File: src/rtl/lfsr_pkg.sv
// Shared constants for the LFSR generator: legal widths, feedback modes and the
// maximal-length tap table (Fibonacci form, bit t-1 set for polynomial term x^t).
package lfsr_pkg;

  localparam int WIDTH_MIN = 3;
  localparam int WIDTH_MAX = 32;

  localparam int MODE_FIB = 0;
  localparam int MODE_GAL = 1;

  typedef logic [WIDTH_MAX-1:0] tap_mask_t;

  // One mask per width; a width outside the legal range yields zero and is
  // rejected at elaboration by the top level.
  function automatic tap_mask_t tap_mask(input int width);
    tap_mask_t mask;
    mask = '0;
    case (width)
      3:  mask = 32'h0000_0006;
      4:  mask = 32'h0000_000C;
      5:  mask = 32'h0000_0014;
      6:  mask = 32'h0000_0030;
      7:  mask = 32'h0000_0060;
      8:  mask = 32'h0000_00B8;
      9:  mask = 32'h0000_0110;
      10: mask = 32'h0000_0240;
      11: mask = 32'h0000_0500;
      12: mask = 32'h0000_0829;
      13: mask = 32'h0000_100D;
      14: mask = 32'h0000_2015;
      15: mask = 32'h0000_6000;
      16: mask = 32'h0000_D008;
      17: mask = 32'h0001_2000;
      18: mask = 32'h0002_0400;
      19: mask = 32'h0004_0023;
      20: mask = 32'h0009_0000;
      21: mask = 32'h0014_0000;
      22: mask = 32'h0030_0000;
      23: mask = 32'h0042_0000;
      24: mask = 32'h00E1_0000;
      25: mask = 32'h0120_0000;
      26: mask = 32'h0200_0023;
      27: mask = 32'h0400_0013;
      28: mask = 32'h0900_0000;
      29: mask = 32'h1400_0000;
      30: mask = 32'h2000_0029;
      31: mask = 32'h4800_0000;
      32: mask = 32'h8020_0003;
      default: mask = '0;
    endcase
    return mask;
  endfunction

endpackage

File: src/rtl/lfsr_next.sv
// Combinational single-step of the LFSR in either Fibonacci or Galois form.
module lfsr_next
  import lfsr_pkg::*;
#(
  parameter int WIDTH = 12,
  parameter int MODE  = MODE_FIB
) (
  input  logic [WIDTH-1:0] state,
  output logic [WIDTH-1:0] state_next
);

  localparam tap_mask_t        TAPS_FULL = tap_mask(WIDTH);
  localparam logic [WIDTH-1:0] TAPS      = TAPS_FULL[WIDTH-1:0];

  generate
    if (MODE == MODE_FIB) begin : g_fib
      assign state_next = {state[WIDTH-2:0], ^(state & TAPS)};
    end else begin : g_gal
      // Same polynomial as the Fibonacci taps: term x^t lands on bit t, plus the
      // constant term on bit 0, so both forms share the same period.
      localparam logic [WIDTH-1:0] GAL_TAPS = {TAPS[WIDTH-2:0], 1'b1};
      assign state_next = {state[WIDTH-2:0], 1'b0} ^ (state[WIDTH-1] ? GAL_TAPS : '0);
    end
  endgenerate

endmodule

File: src/rtl/lfsr_gen.sv
// Maximal-length LFSR with seed load, zero-load protection, step counter and
// a one-cycle pulse each time the state returns to its start value.
module lfsr_gen
  import lfsr_pkg::*;
#(
  parameter int          WIDTH = 12,
  parameter int          MODE  = MODE_FIB,
  parameter int unsigned SEED  = 1
) (
  input  logic             clk,
  input  logic             rst_n,
  input  logic             sh_en,
  input  logic             ld_en,
  input  logic [WIDTH-1:0] seed_in,
  output logic [WIDTH-1:0] Q_out,
  output logic             max_tick_reg,
  output logic [WIDTH-1:0] step_cnt
);

  localparam logic [WIDTH-1:0] SEED_W = WIDTH'(SEED);

  generate
    if (WIDTH < WIDTH_MIN || WIDTH > WIDTH_MAX) begin : g_bad_width
      $fatal(1, "lfsr_gen: WIDTH %0d outside %0d..%0d", WIDTH, WIDTH_MIN, WIDTH_MAX);
    end
    if (MODE != MODE_FIB && MODE != MODE_GAL) begin : g_bad_mode
      $fatal(1, "lfsr_gen: MODE %0d is not Fibonacci or Galois", MODE);
    end
    if (SEED_W == '0) begin : g_bad_seed
      $fatal(1, "lfsr_gen: SEED must be non-zero within WIDTH bits");
    end
  endgenerate

  logic [WIDTH-1:0] q_reg;
  logic [WIDTH-1:0] start_reg;
  logic [WIDTH-1:0] cnt_reg;
  logic             tick_reg;
  logic [WIDTH-1:0] shift_next;
  logic [WIDTH-1:0] load_next;

  lfsr_next #(
    .WIDTH (WIDTH),
    .MODE  (MODE)
  ) u_next (
    .state      (q_reg),
    .state_next (shift_next)
  );

  // A zero seed would lock the register up, so it is replaced by SEED.
  assign load_next = (seed_in == '0) ? SEED_W : seed_in;

  always_ff @(posedge clk) begin
    if (rst_n) begin
      q_reg     <= SEED_W;
      start_reg <= SEED_W;
      cnt_reg   <= '0;
      tick_reg  <= 1'b0;
    end else if (ld_en) begin
      q_reg     <= load_next;
      start_reg <= load_next;
      cnt_reg   <= '0;
      tick_reg  <= 1'b0;
    end else if (sh_en) begin
      q_reg <= shift_next;
      if (shift_next == start_reg) begin
        tick_reg <= 1'b1;
        cnt_reg  <= '0;
      end else begin
        tick_reg <= 1'b0;
        cnt_reg  <= cnt_reg + 1'b1;
      end
    end else begin
      tick_reg <= 1'b0;
    end
  end

  assign Q_out        = q_reg;
  assign step_cnt     = cnt_reg;
  assign max_tick_reg = tick_reg;

endmodule

File: config.mk
export PLATFORM = sky130hd
export DESIGN_NAME = lfsr_gen
export DESIGN_NICKNAME = d
export VERILOG_FILES = /design/src/rtl/lfsr_pkg.sv /design/src/rtl/lfsr_next.sv /design/src/rtl/lfsr_gen.sv
export SDC_FILE = /design/constraint.sdc
export NUM_CORES = 1
export LEC_CHECK = 0
export BUFFER_PORTS_ARGS = -buffer_cell sky130_fd_sc_hd__buf_2
export CORE_ASPECT_RATIO = 2
export CORE_UTILIZATION = 30
export DETAILED_ROUTE_END_ITERATION = 10
export PLACE_DENSITY = 0.56
export SLEW_MARGIN = 20
export SYNTH_ARGS = -nofsm -noshare
export SYNTH_HDL_FRONTEND = slang
export SYNTH_SLANG_ARGS = --single-unit
File: constraint.sdc
create_clock -name clk -period 1.4 [get_ports clk]
set_input_delay 0.28 -clock clk [delete_from_list [all_inputs] [get_ports clk]]
set_output_delay 0.28 -clock clk [all_outputs]
set_load 0.03 [all_outputs]
# ---- After elaboration in Yosys (flattened, before gate mapping)
# Cells that the tools add are included.
dict set report word_totals {
  input_bits 16
  register_bits 37
  wordCells 17
  out_inout_bits 25
}
dict set report classes {
  muxes 5
  n_reduce_logical 5
  addsub 1
  n_eq_ne 1
  bitwise_logic 1
}
# op n
set op_table {}
lappend op_table {{12-bit 2-to-1 mux} 4}
lappend op_table {{12-bit by 1-bit adder with 12-bit output (second input constant)} 1}
lappend op_table {{12-bit == test} 1}
lappend op_table {{12-bit zero test} 1}
lappend op_table {{12-bit parity} 1}
lappend op_table {{3-bit OR reduction} 1}
lappend op_table {{2-bit nonzero test} 1}
lappend op_table {{2-bit OR reduction} 1}
lappend op_table {{1-bit 2-to-1 mux} 1}
lappend op_table {{1-bit inverter} 1}

# ---- Depth between registers and ports, before layout
# Gate-level depths: netlist (run 1).
dict set report depth {
  depth_word 3
  depth_mapped 6
  mapped_depth_nobuf 5
}

# ---- Cells and area by module
# From an unflattened synthesis (run 1), not the netlist that was laid out.
dict set report hier_totals {
  hier_cells 198
  area_unflattened_um2 1826.8
}
# mod seq_area_each_um2 instances area_per_inst_um2 cells_per_inst
set by_module_without_submodules {}
lappend by_module_without_submodules {lfsr_gen 740.7 1 1717.9 184}
lappend by_module_without_submodules {lfsr_next 0.0 1 108.9 14}

# ---- Worst setup path after synthesis (run 1)
# No wires, ideal clock.
dict set report synth_path {
  kind {reg2reg}
  start {reg q_reg[11] (netlist: Q_out[11])}
  end {reg cnt_reg[1] (netlist: step_cnt[1])}
  n_path_buf 1
  arrival_time_ns 1.734
  period_less_slack_ns 1.849
  required_time_ns 1.285
  setup_ns 0.115
  stages_incl_launch_ff 6
  setup_slack_ns -0.449
  path_cell_list {dfxtp_1 > xnor3_2 > xnor2_1 > o41ai_2 > buf_6 > nor2_1}
}
dict set report synth_between {
  elab_chain_cells 3
}
# element line_no
set synth_lines {}
lappend synth_lines {{start, declared} lfsr_gen.sv:34} ;# logic [WIDTH-1:0] q_reg;
lappend synth_lines {{start signal, assigned} lfsr_gen.sv:59} ;# q_reg <= load_next;
lappend synth_lines {{start signal, assigned} lfsr_gen.sv:64} ;# q_reg <= shift_next;
lappend synth_lines {{12-bit parity} lfsr_next.sv:17} ;# assign state_next = {state[WIDTH-2:0], ^(state & TAPS)};
lappend synth_lines {{12-bit == test} lfsr_gen.sv:65} ;# if (shift_next == start_reg) begin
lappend synth_lines {{12-bit 2-to-1 mux} lfsr_gen.sv:65}
lappend synth_lines {{end signal, assigned} lfsr_gen.sv:70} ;# cnt_reg <= cnt_reg + 1'b1;
lappend synth_lines {{end, declared} lfsr_gen.sv:36} ;# logic [WIDTH-1:0] cnt_reg;
# No other way between the ends.
# A chain may end at the register's enable or synchronous reset.

# ---- Worst setup path after layout (run 1)
dict set report layout_path {
  start {reg q_reg[5] (netlist: Q_out[5])}
  end {reg cnt_reg[7] (netlist: step_cnt[7])}
}
dict set report layout_between {
  elab_chain_cells 3
}
# element line_no
set layout_lines {}
lappend layout_lines {{12-bit parity} lfsr_next.sv:17}
lappend layout_lines {{12-bit == test (*)} lfsr_gen.sv:65}
lappend layout_lines {{12-bit 2-to-1 mux (*)} lfsr_gen.sv:65}
# Every way passes the cells marked *; elsewhere a longest branch is shown, timed or not.

==> run metrics, run 1 <==
status=complete, but fails checks; failing checks=setup timing; cell chosen for the clock root=clkbuf_8; Reg2Reg Launch Point=Q_out[5]$_SDFFE_PP0P_; share of cells above drive strength 1=0.3849; Clk Latency, worst-skew pair=0.29 ns; setup ws final=-0.1468 ns; final wirelength=4562 microns; Syn Area/Cell=between 9 and 10 sq um; CP endpoint kind=flip-flop; final-report max-slew violation count=0; Inserted Clock Buffers=5; clock slew at reported path FFs=0.07 ns; post-synth top area cell=dfxtp_1; flops & latches, synth=37; Seq/Total Area, Yosys=0.4438; ant diodes=0; largest net degree at the start of global routing=19; Reg2Reg Setup Slack=-0.15 ns; Max Freq=between 600 and 700 MHz; drt via density=~4.8; PD cells=approximately 990 mW/mm^2; most frequent cell after synthesis=nor2_1; Top FF cell, synth=dfxtp_1; Area growth syn-to-layout=37.78%; critical path class=reg2reg; Die W=between 50 and 60 microns; routed vias=1498; row cnt=38; count of cell types in the netlist=31; gpl congestion=roughly 0.75; Slew HR=0.6890; antenna violations before repair=0; CP arrival=1.72 ns; CTS Buffer Depth=2; largest cells by area after synthesis=dfxtp_1, mux2i_1, nor2_1; first-pass GRT wire length=7086 microns; Tcrit/Tclk final=1.105; CP endpoint=step_cnt[7]$_SDFFE_PP0P_; initial drt markers=between 40 and 50; Mapped Nets=roughly 190; post-DP HPWL=3615 microns; DRC Markers=0; ANT nets after route=0; Warnings, synthesis=0; reg2reg path depth=5; RR Endpoint=step_cnt[7]$_SDFFE_PP0P_; PortBufs=40; Cells after Synth=177; CTS Hold Buffers Added=0; final hold violations=0; Async SR Flop Fraction=0; Post-synth EDFFs=0; initial core utilization=0.3107; Post-synth top cells=nor2_1, dfxtp_1, mux2i_1; wire per inst=14.62 microns; cell area after synthesis=0.001669 sq mm; Congestion Overflow GR=0; area share of the largest cell type after synthesis=0.4438; Final nets=269; critical path peak fanout=12; GRT Resource Usage Total=0.1732; post-route minimum period=1.547 ns; peak supply drop=0.0005949 V; dpl cells=304; Worst Max-Slew Pin Slew=roughly 0.46 ns; Hold Crit Class=in2reg; Die ar.=just under 0.006 sq mm; Crit. Startpoint=Q_out[5]$_SDFFE_PP0P_; num ports=41; drt pass-1 iters=4; H-tree depth=2; Clock Skew=between 0.01 and 0.015 ns; core area=0.005373 sq mm; Setup WS pre-CTS=-0.1956 ns; vias in the first global route=1453; Die Y=107.5 microns; max cap viols=0; CTS sink count=37; required time of the critical path=1.57 ns; setup violators final=14; Worst setup SP type=flip-flop; Final Non-Filler Cells=312; Leak=1.060 nW; RSZ-0062 raised after global routing=yes; CTS tree=yes
[where the power goes]
group / switching [mW] / total, mW / internal, mW / leakage (nW)
combinational: 0.227 / 0.435 / 0.208 / 0.712
clock: 0.379 / 0.723 / 0.345 / 0.0412
sequential: 0.0342 / 1.13 / 1.10 / 0.306
total: 0.640 / 2.29 / 1.65 / 1.06
[critical path, cell delays in order (launching register included)]
cell     delay (ns)
dfxtp_4        0.34
xnor3_2        0.43
xnor2_2        0.15
o41ai_2        0.20
buf_4          0.24
nor2_1         0.06
[cell usage in the layout, fill, tap and decap left out, types with 2 or more instances in the layout]
cell	n
xnor2_1	11
nor2_1	38
xnor2_2	3
nand3_1	5
dfxtp_1	30
dfxtp_4	3
and3_1	3
nand4_1	7
a22o_1	7
buf_4	37
nor4_1	3
a211o_1	2
a21oi_1	12
dfxtp_2	4
mux2i_1	16
buf_2	40
xor2_1	10
clkbuf_8	5
nor3_2	2
[cells by family (layout without fill, tap and decap cells)]
group,after synthesis,after routing,synth area share
compound gates,24,24,0.1005
xor+xnor,25,25,0.1402
mux,16,16,0.09595
flops,37,37,0.4438
simple gates,64,64,0.1814
buf+inv,10,85,0.03074
fa+ha+maj,1,1,0.007495
[metal layers]
layer | vias to the layer above | part of all wire | track usage
met5 | - | 0 | 0
met4 | 0 | 0.018 | 0.07143
met3 | 7 | 0.029 | 0.02966
met2 | 31 | 0.58 | 0.3270
met1 | 699 | 0.37 | 0.1678
li1 | 761 | - | -
[layout make-up]
class / count / area (sq um)
inverters: 1 / 3.754
clock buffers: 6 / 72.57
flip-flops and latches: 37 / 757.0
fillers: 561 / 3073
clock inverters: 1 / 8.758
multi-input cells: 130 / 904.6
well taps: 60 / 75.07
repair buffers: 77 / 478.0
[stage by stage]
| step | hold WS, ns | power, mW | TNS, ns | utilization | cell area (sq um) |
|---|---|---|---|---|---|
| 6_report | 0.3213 | 2.288 | -1.760 | 0.4280 | 2300 |
| 5_1_grt | 0.3184 | 2.408 | -2.808 | 0.4280 | 2300 |
| 4_1_cts | 0.3125 | 2.313 | -1.998 | 0.4243 | 2280 |
| 3_5_place_dp | 0.4785 | 1.578 | -3.250 | 0.4059 | 2181 |
| 3_3_place_gp | 0.4702 | 1.576 | -3.238 | 0.4059 | 2181 |
| 2_1_floorplan | 0.4129 | 1.396 | -2.475 | - | 1683 |
[worst min-delay path by stage]
stage,from,to,slack [ns],cells after the start
final,seed_in[3],start_reg[3]$_SDFFE_PP0P_,0.32,3
after global placement,step_cnt[11]$_SDFFE_PP0P_,step_cnt[11]$_SDFFE_PP0P_,0.47,2
after floorplan,seed_in[1],start_reg[1]$_SDFFE_PP0P_,0.41,1
after global routing,seed_in[3],start_reg[3]$_SDFFE_PP0P_,0.32,3
after CTS,seed_in[7],start_reg[7]$_SDFFE_PP0P_,0.31,3
after detailed placement,start_reg[0]$_SDFFE_PP1P_,start_reg[0]$_SDFFE_PP1P_,0.48,1
[what timing repair did]
item,CTS,global route
gates cloned,0,0
buffers inserted,1,0
endpoints found under the hold margin,0,0
endpoints found under the setup margin,14,18
gates resized for setup,2,3
pin swaps,4,0
No activity file was read; power rests on OpenSTA's default activity.
==> inputs of run 2 (changes only) <==
--- a/config.mk
+++ b/config.mk
@@ -6,11 +6,14 @@
 export NUM_CORES = 1
 export LEC_CHECK = 0
 export BUFFER_PORTS_ARGS = -buffer_cell sky130_fd_sc_hd__buf_2
+export CELL_PAD_IN_SITES_DETAIL_PLACEMENT = 1
+export CELL_PAD_IN_SITES_GLOBAL_PLACEMENT = 1
 export CORE_ASPECT_RATIO = 2
 export CORE_UTILIZATION = 30
 export DETAILED_ROUTE_END_ITERATION = 10
-export PLACE_DENSITY = 0.56
+export PLACE_DENSITY = 0.68
 export SLEW_MARGIN = 20
 export SYNTH_ARGS = -nofsm -noshare
 export SYNTH_HDL_FRONTEND = slang
+export SYNTH_HIERARCHICAL = 1
 export SYNTH_SLANG_ARGS = --single-unit
==> run metrics, run 2 <==
status=complete, but fails checks (unchanged); failing checks=DRC, setup timing (was setup timing); CP delay by family, top=XOR/XNOR gates (unchanged); Area growth syn-to-layout=29.11% (was 37.78%); final hold violations=0 (unchanged); PortBufs=40 (unchanged); gpl congestion=0.7523 (was 0.7477); CTS Buffer Depth=2 (unchanged); Final nets=267 (was 269); critical path class=reg2reg (unchanged); Critical Path Slowest Stage Cell=dfxtp_4 (was xnor3_2); max cap viols=0 (unchanged); Post-synth top cells=dfxtp_1, nor2_1, mux2i_1 (was nor2_1, dfxtp_1, mux2i_1); CP arrival=1.72 ns (about the same); PD cells=1132 mW/mm^2 (was 994.9 mW/mm^2); Worst Max-Slew Pin Slew=0.4953 ns (was 0.4622 ns); DRC Markers=1 (was 0); critical path peak fanout=13 (was 12); Inserted Clock Buffers=5 (unchanged); Tot Pwr=2.669 mW (was 2.288 mW); Clk Latency, worst-skew pair=0.28 ns (was 0.29 ns); post-synth top area cell=dfxtp_1 (unchanged); Reg2Reg Launch Point=Q_out[11]$_SDFFE_PP0P_ (was Q_out[5]$_SDFFE_PP0P_); Leak=1.056 nW (was 1.060 nW); Top FF cell, synth=dfxtp_1 (unchanged); hold_sp=rst_n (was seed_in[3]); count of cell types in the netlist=28 (was 31); Hold Path Stages=2 (was 3); drt pass-1 iters=7 (was 4); H-tree depth=2 (unchanged); Min Hold Slack=0.2651 ns (was 0.3213 ns); core area=0.005807 sq mm (was 0.005373 sq mm); Clock Skew=0.009404 ns (was 0.01448 ns); num ports=41 (unchanged); initial drt markers=34 (was 48); flops & latches, synth=37 (unchanged); first-pass GRT wire length=7424 microns (was 7086 microns); crit path cell chain=xor2_2 -> xnor2_2 -> xnor2_1 -> nand4_1 -> nor4_4 -> buf_12 -> nor3_1 (was xnor3_2 -> xnor2_2 -> o41ai_2 -> buf_4 -> nor2_1); CP bufs+invs=1 (unchanged); largest cells by area after synthesis=dfxtp_1, mux2i_1, xnor2_1 (was dfxtp_1, mux2i_1, nor2_1); post-route minimum period=1.584 ns (was 1.547 ns); post-DP HPWL=3689 microns (was 3615 microns); Hold Crit Class=in2reg (unchanged); slowest cell delay on critical path=0.35 ns (was 0.43 ns); share of cells above drive strength 1=0.3426 (was 0.3849); CTS tree=yes (unchanged); Hold EP=start_reg[5]$_SDFFE_PP0P_ (was start_reg[3]$_SDFFE_PP0P_); Final Cell Area=0.002359 sq mm (was 0.002300 sq mm); Mapped Nets=215 (was 194); final wirelength=4799 microns (was 4562 microns); Tcrit/Tclk final=1.132 (was 1.105); CTS Hold Buffers Added=0 (unchanged); Warnings, synthesis=6 (was 0); setup_tns=-2.296 ns (was -1.760 ns); most frequent cell after synthesis=dfxtp_1 (was nor2_1); commonest cells after routing, fill and taps aside=buf_2, nor2_1, dfxtp_1 (was buf_2, nor2_1, buf_4); Seq/Total Area, Yosys=0.4055 (was 0.4438); final-report max-slew violation count=0 (unchanged); RR Endpoint=step_cnt[6]$_SDFFE_PP0P_ (was step_cnt[7]$_SDFFE_PP0P_); peak supply drop=0.0006363 V (was 0.0005949 V); Syn Area/Cell=9.226 sq um (was 9.430 sq um); Die Y=112.4 microns (was 107.5 microns); Cells after Synth=198 (was 177); CTS sink count=37 (unchanged); cell chosen for the clock root=clkbuf_16 (was clkbuf_8); Slew HR=0.6698 (was 0.6890); Die ar.=0.006424 sq mm (was 0.005884 sq mm); largest net degree at the start of global routing=21 (was 19); Max Freq=631.1 MHz (was 646.5 MHz); Worst setup SP type=flip-flop (unchanged); RSZ-0062 raised after global routing=yes (unchanged); Reg2Reg Setup Slack=-0.18 ns (was -0.15 ns); Post-synth EDFFs=0 (unchanged); ant diodes=0 (unchanged); Async SR Flop Fraction=0 (unchanged); reg2reg path depth=7 (was 5); Congestion Overflow GR=0 (unchanged); routed vias=1543 (was 1498); commonest non-fill, non-tap cell in the layout=buf_2 (unchanged); area share of the largest cell type after synthesis=0.4055 (was 0.4438); setup violators final=13 (was 14); final core occ=0.4062 (was 0.4280); antenna violations before repair=0 (unchanged); vias in the first global route=1519 (was 1453); cell area after synthesis=0.001827 sq mm (was 0.001669 sq mm); setup ws final=-0.1845 ns (was -0.1468 ns); required time of the critical path=1.54 ns (was 1.57 ns); CP endpoint kind=flip-flop (unchanged); drt via density=4.946 (was 4.801); ANT nets after route=0 (unchanged); GRT Resource Usage Total=0.1558 (was 0.1732); row cnt=39 (was 38); dpl cell area=0.002170 sq mm (was 0.002181 sq mm); Die W=57.18 microns (was 54.75 microns); initial core utilization=0.3146 (was 0.3107); clock slew at reported path FFs=0.06 ns (was 0.07 ns); wire per inst=15.38 microns (was 14.62 microns)
[run 2: final cells by class]
type / instances / area [sq um]
clock buffer: 7 / 132.6
multi-input combinational: 137 / 958.4
clock inverter: 1 / 7.507
sequential: 37 / 760.7
timing repair buffer: 67 / 415.4
fill: 678 / 3448
tap: 61 / 76.32
inverter: 2 / 7.507
[run 2: repair_timing]
item                                    in CTS  in global routing
endpoints found under the setup margin      13                 13
gates resized for setup                      0                  4
setup buffers                                1                  1
pin swaps                                    1                  1
[run 2: through the flow]
stage / std cells / setup WS [ns]
after CTS: 311 / -0.2121
after global routing: 312 / -0.2761
after detailed placement: 302 / -0.1847
after global placement: 302 / -0.1534
final: 312 / -0.1845
after floorplan: 198 / -0.1472
[run 2: cells by family (layout without fill, tap and decap cells)]
| logic type | Yosys count | after routing | share of synthesized area |
|---|---|---|---|
| and+or+nand+nor | 71 | 71 | 0.1973 |
| DFF | 37 | 37 | 0.4055 |
| xor gates and xnor gates | 25 | 25 | 0.1199 |
| muxes | 24 | 24 | 0.1315 |
| buffers and inverters | 24 | 77 | 0.08835 |
| AOI/OAI and AO/OA | 16 | 16 | 0.05069 |
| adders and majority gates | 1 | 1 | 0.006848 |
[run 2: worst reg2reg max path, cell delays in order (launching register included)]
cell and delay, ns:
dfxtp_4 0.35, xor2_2 0.19, xnor2_2 0.17, xnor2_1 0.15
nand4_1 0.14, nor4_4 0.22, buf_12 0.18, nor3_1 0.05
[run 2: metal layers]
metal / part of all wire / wire length, microns / global-route usage
met3: 0.026 / 124 / 0.02419
met2: 0.58 / 2780 / 0.3059
met5: 0 / 0 / 0
met1: 0.37 / 1782 / 0.1525
met4: 0.023 / 112 / 0.06829
[run 2: power breakdown]
part | internal (mW) | switching (mW) | leakage [nW]
Clock | 0.660 | 0.409 | 0.0641
Sequential | 1.10 | 0.0392 | 0.307
Combinational | 0.211 | 0.249 | 0.685
[run 2: how the worst max path moves through the flow]
stage | from | end | slack [ns] | cells after the start
after floorplan | Q_out[5]$_SDFFE_PP0P_ | step_cnt[1]$_SDFFE_PP0P_ | -0.15 | 7
after global placement | Q_out[11]$_SDFFE_PP0P_ | step_cnt[6]$_SDFFE_PP0P_ | -0.15 | 7
after detailed placement | Q_out[3]$_SDFFE_PP0P_ | step_cnt[6]$_SDFFE_PP0P_ | -0.18 | 7
after CTS | Q_out[11]$_SDFFE_PP0P_ | step_cnt[6]$_SDFFE_PP0P_ | -0.21 | 7
after global routing | Q_out[11]$_SDFFE_PP0P_ | step_cnt[10]$_SDFFE_PP0P_ | -0.28 | 7
final | Q_out[11]$_SDFFE_PP0P_ | step_cnt[6]$_SDFFE_PP0P_ | -0.18 | 7
==> inputs of run 3 (changes only) <==
--- a/config.mk
+++ b/config.mk
@@ -12,6 +12,7 @@
 export CORE_UTILIZATION = 30
 export DETAILED_ROUTE_END_ITERATION = 10
 export PLACE_DENSITY = 0.68
+export SETUP_SLACK_MARGIN = 0.1
 export SLEW_MARGIN = 20
 export SYNTH_ARGS = -nofsm -noshare
 export SYNTH_HDL_FRONTEND = slang
==> run metrics, run 3 (synthesis gave the netlist of run 2 again) <==
DRC Markers=1 (unchanged); Clk Latency, worst-skew pair=0.28 ns (about the same); Comb pwr share=0.173 (was 0.172); Clock Skew=0.009396 ns (was 0.009404 ns); routed vias=1544 (was 1543); max cap viols=0 (unchanged); drt pass-1 iters=7 (unchanged); CP delay by family, top=XOR/XNOR gates (unchanged); final core occ=0.4062 (unchanged); vias in the first global route=1519 (unchanged); share of cells above drive strength 1=0.3426 (unchanged); Sw Pwr=698.9 uW (was 697.7 uW); Worst Max-Slew Pin Slew=0.4951 ns (was 0.4953 ns); Hold Crit Class=in2reg (unchanged); final hold violations=0 (unchanged); ant diodes=0 (unchanged); Slew HR=0.6700 (was 0.6698); Crit. Startpoint=Q_out[11]$_SDFFE_PP0P_ (unchanged); H-tree depth=2 (unchanged); Sw Ratio=0.2617 (was 0.2614); final wirelength=4794 microns (was 4799 microns); Leak=1.056 nW (about the same); largest net degree at the start of global routing=21 (unchanged); Min Hold Slack=0.2650 ns (was 0.2651 ns); Final Non-Filler Cells=312 (unchanged); Die Y=112.4 microns (unchanged); CP arrival=1.72 ns (about the same); failing checks=DRC, setup timing (unchanged); peak supply drop=0.0006363 V (about the same); setup_tns=-2.304 ns (was -2.296 ns); post-DP HPWL=3689 microns (unchanged); clock slew at reported path FFs=0.06 ns (about the same); Tot Pwr=2.671 mW (was 2.669 mW); final-report max-slew violation count=0 (unchanged); Setup WS pre-CTS=-0.1847 ns (unchanged); commonest cells after routing, fill and taps aside=buf_2, nor2_1, dfxtp_1 (unchanged); PD cells=1132 mW/mm^2 (about the same); setup ws final=-0.1851 ns (was -0.1845 ns); row cnt=39 (unchanged); antenna violations before repair=0 (unchanged); status=complete, but fails checks (unchanged); Tcrit/Tclk final=1.132 (about the same); commonest non-fill, non-tap cell in the layout=buf_2 (unchanged); Critical Path Slowest Stage Cell=dfxtp_4 (unchanged); slowest cell delay on critical path=0.35 ns (about the same); Reg2Reg Setup Slack=-0.19 ns (was -0.18 ns); Reg2Reg Launch Point=Q_out[11]$_SDFFE_PP0P_ (unchanged); setup violators final=13 (unchanged); required time of the critical path=1.54 ns (about the same); critical path class=reg2reg (unchanged); core area=0.005807 sq mm (unchanged); CTS Buffer Depth=2 (unchanged); first-pass GRT wire length=7424 microns (unchanged); Congestion Overflow GR=0 (unchanged); Final nets=267 (unchanged); Inserted Clock Buffers=5 (unchanged); PortBufs=40 (unchanged); Area growth syn-to-layout=29.11% (unchanged); num ports=41 (unchanged); ANT nets after route=0 (unchanged); CP bufs+invs=1 (unchanged); dpl cells=302 (unchanged); gpl congestion=0.7523 (unchanged); CTS sink count=37 (unchanged); CTS tree=yes (unchanged); CTS Hold Buffers Added=0 (unchanged); hold_sp=rst_n (unchanged); Internal Pwr Total=1.972 mW (about the same); RSZ-0062 raised after global routing=yes (unchanged); Die ar.=0.006424 sq mm (unchanged); initial core utilization=0.3146 (unchanged); Die W=57.18 microns (unchanged); initial drt markers=31 (was 34); cell chosen for the clock root=clkbuf_16 (unchanged); drt via density=4.949 (was 4.946); CP endpoint kind=flip-flop (unchanged); Final Cell Area=0.002359 sq mm (unchanged); wire per inst=15.37 microns (was 15.38 microns); dpl cell area=0.002170 sq mm (unchanged); Worst setup SP type=flip-flop (unchanged); GRT Resource Usage Total=0.1558 (unchanged); post-route minimum period=1.585 ns (was 1.584 ns); share of power burned in registers=0.427 (about the same); Max Freq=630.9 MHz (was 631.1 MHz); clock power share=0.400 (was 0.401); critical path peak fanout=13 (unchanged); crit path cell chain=xor2_2 -> xnor2_2 -> xnor2_1 -> nand4_1 -> nor4_4 -> buf_12 -> nor3_1 (unchanged)
[run 3: changes by cell type in the layout (fill, tap and decap cells not counted)]
| cell | delta |
|---|---|
| o21ai_1 | +1 |
| o21ai_0 | -1 |
[run 3: final timing paths]
| path | endpoint | cells past startpoint |
|---|---|---|
| setup / recovery | step_cnt[6]$_SDFFE_PP0P_ | 7 |
| hold / removal | start_reg[5]$_SDFFE_PP0P_ | 2 |
| setup reg to reg | step_cnt[6]$_SDFFE_PP0P_ | 7 |
| hold reg to reg | start_reg[0]$_SDFFE_PP1P_ | 2 |
[run 3: layout make-up]
type                            count  area [sq um]
Clock buffer                        7         132.6
Clock inverter                      1         7.507
Fill cell                         678          3448
Inverter                            2         7.507
Multi-Input combinational cell    137         958.4
Sequential cell                    37         760.7
Tap cell                           61         76.32
Timing Repair Buffer               67         415.4
[run 3: routing by layer]
| layer | vias to the layer above | global-route usage | routed length [microns] |
|---|---|---|---|
| met2 | 36 | 0.3059 | 2775 |
| met3 | 9 | 0.02419 | 124 |
| met5 | - | 0 | 0 |
| met1 | 734 | 0.1525 | 1782 |
| met4 | 0 | 0.06829 | 112 |
| li1 | 765 | - | - |
[run 3: power groups by stage]
stage,sequential (mW),combinational [mW],clock (mW)
6_report,1.14,0.462,1.07
5_1_grt,1.14,0.498,1.14
4_1_cts,1.13,0.432,1.11
3_5_place_dp,1.16,0.418,0
3_3_place_gp,1.15,0.415,0
2_1_floorplan,1.20,0.245,0
[run 3: repair_timing]
action,in CTS,in global routing
gates resized for setup,0,5
cloned,0,0
setup buffers,1,1
pin swaps,1,1
setup endpoints to repair,13,13
